===== src/rtl/i2c_cmd_arbiter.sv =====
// rtl/i2c_cmd_arbiter.sv - round-robin arbiter sharing one I2C master command port
//
// Purpose: grants one of NUM_REQ requesters at a time to a single I2C master,
// muxing that requester's command/write-data path to the master and routing
// master status (read strobe, data valid, busy) back to it. A grant is held
// until the launched command completes, or across commands while lock_i is
// held when the I2C_ARB_LOCK_EN macro is defined (default build: lock ignored).
//
// Ports:
//   clock_i, reset_i           clock, asynchronous active-low reset
//   req_i, lock_i, gnt_o       per-requester request, lock, one-hot grant
//   cmd_strobe_i, ctrl_wrd_i, len_read_i, data_available_i, data_i, ack_error_i
//                              per-requester command side (bytes packed k*8)
//   read_data_o, data_valid_o, rd_data_o, busy_o
//                              per-requester status side (rd_data_o broadcast)
//   drop_o                     sticky: a non-forwarded strobe was discarded
//   i2c_*_o / i2c_*_i          master command / status side
module i2c_cmd_arbiter #(
  parameter int NUM_REQ = 2
) (
  input  logic                   clock_i,
  input  logic                   reset_i,
  input  logic [NUM_REQ-1:0]     req_i,
  input  logic [NUM_REQ-1:0]     lock_i,
  output logic [NUM_REQ-1:0]     gnt_o,
  input  logic [NUM_REQ-1:0]     cmd_strobe_i,
  input  logic [8*NUM_REQ-1:0]   ctrl_wrd_i,
  input  logic [8*NUM_REQ-1:0]   len_read_i,
  input  logic [NUM_REQ-1:0]     data_available_i,
  input  logic [8*NUM_REQ-1:0]   data_i,
  input  logic [NUM_REQ-1:0]     ack_error_i,
  output logic [NUM_REQ-1:0]     read_data_o,
  output logic [NUM_REQ-1:0]     data_valid_o,
  output logic [7:0]             rd_data_o,
  output logic [NUM_REQ-1:0]     busy_o,
  output logic [NUM_REQ-1:0]     drop_o,
  output logic                   i2c_cmd_strobe_o,
  output logic [7:0]             i2c_ctrl_wrd_o,
  output logic [7:0]             i2c_len_read_o,
  output logic                   i2c_data_available_o,
  output logic [7:0]             i2c_data_o,
  output logic                   i2c_ack_error_o,
  input  logic                   i2c_read_data_i,
  input  logic [7:0]             i2c_data_i,
  input  logic                   i2c_data_valid_i,
  input  logic                   i2c_busy_i
);

  localparam int PW = $clog2(NUM_REQ);

  typedef enum logic [1:0] {IDLE, GRANTED, LAUNCH, ACTIVE} state_t;

  state_t             state_q, state_d;
  logic [NUM_REQ-1:0] gnt_q, gnt_d;
  logic [NUM_REQ-1:0] drop_q, drop_d;
  logic [PW-1:0]      rr_ptr_q, rr_ptr_d;
  logic [PW-1:0]      next_ptr;
  logic [NUM_REQ-1:0] pick_gnt;
  logic               pick_found;
  logic               has_gnt;
  logic               sel_req;
  logic               sel_strobe;
  logic               lock_keep;

  assign has_gnt    = |gnt_q;
  assign sel_req    = |(req_i & gnt_q);
  assign sel_strobe = |(cmd_strobe_i & gnt_q);

`ifdef I2C_ARB_LOCK_EN
  assign lock_keep = |(lock_i & req_i & gnt_q);
`else
  logic unused_lock;
  assign unused_lock = ^lock_i;
  assign lock_keep   = 1'b0;
`endif

  // First requester at or above rr_ptr, wrapping; outer loop is the search distance.
  always_comb begin
    pick_gnt   = '0;
    pick_found = 1'b0;
    for (int i = 0; i < NUM_REQ; i++) begin
      for (int k = 0; k < NUM_REQ; k++) begin
        if (!pick_found && req_i[k] && (k == (int'(rr_ptr_q) + i) % NUM_REQ)) begin
          pick_found  = 1'b1;
          pick_gnt[k] = 1'b1;
        end
      end
    end
  end

  // Pointer value after releasing the current owner: one past it, wrapped.
  always_comb begin
    next_ptr = '0;
    for (int k = 0; k < NUM_REQ; k++) begin
      if (gnt_q[k]) next_ptr = PW'((k + 1) % NUM_REQ);
    end
  end

  always_comb begin
    state_d  = state_q;
    gnt_d    = gnt_q;
    rr_ptr_d = rr_ptr_q;
    case (state_q)
      IDLE: begin
        if (pick_found && !i2c_busy_i) begin
          gnt_d   = pick_gnt;
          state_d = GRANTED;
        end
      end
      GRANTED: begin
        if (sel_strobe) begin
          state_d = LAUNCH;
        end else if (!sel_req) begin
          gnt_d   = '0;
          state_d = IDLE;
        end
      end
      // The master raises busy up to one cycle after the strobe, so busy is
      // not trusted until ACTIVE.
      LAUNCH: state_d = ACTIVE;
      ACTIVE: begin
        if (!i2c_busy_i) begin
          if (lock_keep) begin
            state_d = GRANTED;
          end else begin
            gnt_d    = '0;
            rr_ptr_d = next_ptr;
            state_d  = IDLE;
          end
        end
      end
      default: begin
        gnt_d   = '0;
        state_d = IDLE;
      end
    endcase
  end

  // Only the owner's strobe in GRANTED is forwarded; everything else is dropped.
  assign drop_d = drop_q | (cmd_strobe_i & ~((state_q == GRANTED) ? gnt_q : '0));

  always_ff @(posedge clock_i or negedge reset_i) begin
    if (!reset_i) begin
      state_q  <= IDLE;
      gnt_q    <= '0;
      rr_ptr_q <= '0;
      drop_q   <= '0;
    end else begin
      state_q  <= state_d;
      gnt_q    <= gnt_d;
      rr_ptr_q <= rr_ptr_d;
      drop_q   <= drop_d;
    end
  end

  always_comb begin
    i2c_cmd_strobe_o     = 1'b0;
    i2c_ctrl_wrd_o       = 8'h00;
    i2c_len_read_o       = 8'h00;
    i2c_data_available_o = 1'b0;
    i2c_data_o           = 8'h00;
    i2c_ack_error_o      = 1'b0;
    read_data_o          = '0;
    data_valid_o         = '0;
    busy_o               = '0;
    for (int k = 0; k < NUM_REQ; k++) begin
      if (gnt_q[k]) begin
        i2c_cmd_strobe_o     = cmd_strobe_i[k] & (state_q == GRANTED);
        i2c_ctrl_wrd_o       = ctrl_wrd_i[k*8 +: 8];
        i2c_len_read_o       = len_read_i[k*8 +: 8];
        i2c_data_available_o = data_available_i[k];
        i2c_data_o           = data_i[k*8 +: 8];
        i2c_ack_error_o      = ack_error_i[k];
        read_data_o[k]       = i2c_read_data_i;
        data_valid_o[k]      = i2c_data_valid_i;
        busy_o[k]            = i2c_busy_i | (state_q == LAUNCH);
      end else begin
        // Non-owners see the master as busy for the whole grant period.
        busy_o[k] = has_gnt | i2c_busy_i;
      end
    end
  end

  assign gnt_o     = gnt_q;
  assign drop_o    = drop_q;
  assign rd_data_o = i2c_data_i;

endmodule

===== config.mk =====
export PLATFORM = sky130hd
export DESIGN_NAME = i2c_cmd_arbiter
export DESIGN_NICKNAME = d
export VERILOG_FILES = /design/src/rtl/i2c_cmd_arbiter.sv
export SDC_FILE = /design/constraint.sdc
export NUM_CORES = 1
export LEC_CHECK = 0
export CORE_MARGIN = 4
export CORE_UTILIZATION = 23
export DETAILED_ROUTE_END_ITERATION = 7
export PLACE_DENSITY = 0.84
export SETUP_SLACK_MARGIN = 0.15
export SYNTH_ARGS = -nofsm -noshare
export SYNTH_HDL_FRONTEND = slang
export SYNTH_SLANG_ARGS = --single-unit

===== constraint.sdc =====
create_clock -name clock_i -period 1.4 [get_ports clock_i]
set_input_delay 0.14 -clock clock_i [delete_from_list [all_inputs] [get_ports clock_i]]
set_output_delay 0.14 -clock clock_i [all_outputs]
set_load 0.05 [all_outputs]

==> run metrics <==
Final Util=82.4%; most frequent cells in the layout=clkdlybuf4s50_1 (60), buf_12 (40), a22o_4 (24); Starting DRT DRC Count=47; antenna cells=0; Synth Instances=89; Max Fclk=0.626 GHz; TNS Setup=-5.28 ns; crit-path cells=buf_4, buf_12, a22o_4, buf_12; iteration count of the initial detailed-routing pass=4; relative slew slack=around 78%; Total GRT Usage=roughly 23%; final worst path period share=114%; CTS Sinks=7; std cell rows=20; largest net degree at the start of global routing=19; reg2reg setup slack=-0.09 ns; P&R area growth vs syn=234%; antenna viol nets, final=0; Horiz. Die Dim=about 66 um; Worst EP arrival=1.46 ns; antenna violations before repair=0; failing checks=negative setup slack; total gr overflow=0; post-DR vias/cell=roughly 4.9; Synth cell types=25; CP peak stage delay=0.46 ns; Final Hold Vio Count=0; Detailed Place HPWL=4220 um; share of cells above drive strength 1=54.9%; clock skew=0.00159 ns; critical path class=reg -> out; post-synthesis register bit count=7; Worst-Margin Slew=0.323 ns; sequential share of the synthesized area=22.7%; # H-tree levels=1; leakage=0.00112 uW; I/O Pins=116; Max Buffers Root-to-Sink=2; leading cell type in the layout, fill and taps excluded=clkdlybuf4s50_1; GP Congestion=between 0.9 and 1; clock-pin slew reported for the worst setup and hold paths after clock tree synthesis=0.06 ns; Synth warnings=0; Root Buffer=clkbuf_4; Worst setup EP type=output pin; core box area=approximately 0.0031 sq mm; first-pass GRT wire length=~7300 um; Clock Latency Late Sink=approximately 0.26 ns; Max Cap Violations=0; CTS tree=done; Synth top area share=between 30% and 40%; Final nets=about 270; worst slack, placed=-0.208 ns; CP max-delay cell=dfrtp_2; Worst Hold Class=in -> async; WP data required=between 1 and 1.5 ns; vias in the first global route=approximately 1200; Hold-fix buffers, CTS=0; die footprint=0.00434 sq mm; top cells by area, synth=a22o_1 (31%), dfrtp_1 (23%), buf_4 (7.8%); Slew Viols, Final=0; setup ws final=-0.198 ns; Avg Inst Size Synth=8.66 sq um; Wirelength per Cell=21.0 um; DIE HEIGHT=~66 um; Worst VDD drop=around 1.2 mV; Filler Cell Count=165; synthesized area=771 sq um; total CTS buffers=3; pwr/cell area=between 1500 and 2000 mW/mm^2; DRC Markers=0; RSZ-0062 raised after global routing=true; via count=1161; syn nets=160; R2R depth=5; CP startpoint kind=register; WL final=~5000 um; post-route minimum period=approximately 1.6 ns; final setup fails=33; status=finished with violations; input/output buffers=97; Initial Util=24.6%; CP Max Fanout=18; Synth area leader=a22o_1; most used cell, CP=buf_12
-- where the power goes --
group	leakage, uW	switching [uW]	total [uW]	internal [uW]
combinational	0.00103	2180	4560	2380
clock	0.0000150	89.1	199	110
sequential	0.0000763	97.2	371	274
-- kinds of logic after synthesis --
group	count (synthesis)	share of synthesized area (%)
buf+inv	20	16.1
flops	7	22.7
compound gates	38	40.9
mux	3	4.71
simple gates	21	15.6
-- synth_stat cells --
| master | count |
|---|---|
| o211ai_1 | 2 |
| a21o_1 | 2 |
| nand2_1 | 6 |
| and2_1 | 5 |
| mux2_2 | 1 |
| buf_2 | 3 |
| nand3b_1 | 1 |
| o21ai_2 | 1 |
| a21oi_1 | 1 |
| nand2_2 | 2 |
| dfrtp_1 | 7 |
| inv_1 | 4 |
| and2b_4 | 1 |
| buf_4 | 8 |
| nor2_1 | 3 |
| mux2_4 | 1 |
| mux2i_1 | 1 |
| a211o_1 | 2 |
| o21ai_0 | 2 |
| a22o_1 | 27 |
| nand4_2 | 1 |
| buf_6 | 2 |
| clkbuf_1 | 3 |
| nor2b_1 | 2 |
| a211oi_1 | 1 |
-- timing repair --
item                                    CTS  global route
pin swaps                                 1             2
gates resized for setup                  11             4
buffers inserted                          6             3
endpoints found under the setup margin   36            38
-- cell type report --
type | count | area, sq um | area share [%]
Timing Repair Buffer | 118 | 1550 | 60.2
Multi-Input combinational cell | 62 | 749 | 29.1
Sequential cell | 7 | 180 | 6.99
Tap cell | 44 | 55.1 | 2.14
Clock buffer | 4 | 26.3 | 1.02
Inverter | 4 | 15.0 | 0.583
-- routing by layer --
metal / up-vias / GRT usage [%] / share of wire (%)
li1: 542 / - / -
met1: 555 / 21.9 / 29
met2: 52 / 46.6 / 63
met3: 12 / 4.93 / 5.6
met4: 0 / 8.03 / 2.3
met5: - / 0 / 0
-- worst max-delay path: cells and delay by family (launching register included) --
kind	cells	cell delay (ns)
DFF	1	0.46
buffers and inverters	3	0.47
AOI/OAI and AO/OA	1	0.26
-- path summary, 6_finish.rpt --
kind                               start           endpoint
min in group clock_i       i2c_data_i[2]       rd_data_o[2]
max reg2reg                     gnt_o[1]           gnt_o[0]
min                              reset_i          drop_o[0]
min reg2reg                    drop_o[1]          drop_o[1]
max in group asynchronous        reset_i           gnt_o[1]
max                             gnt_o[1]  i2c_len_read_o[4]
-- stage by stage --
stage          cell area, sq um  cells  power, uW  hold slack, ns
3_5_place_dp               2430    226       4670           0.280
6_report                   2580    239       5130           0.137
5_1_grt                    2580    239       5310           0.167
2_1_floorplan              1060     89       2780          -0.156
3_3_place_gp               2430    226       4570           0.280
4_1_cts                    2540    236       5060           0.142
No activity file was read; power rests on OpenSTA's default activity.
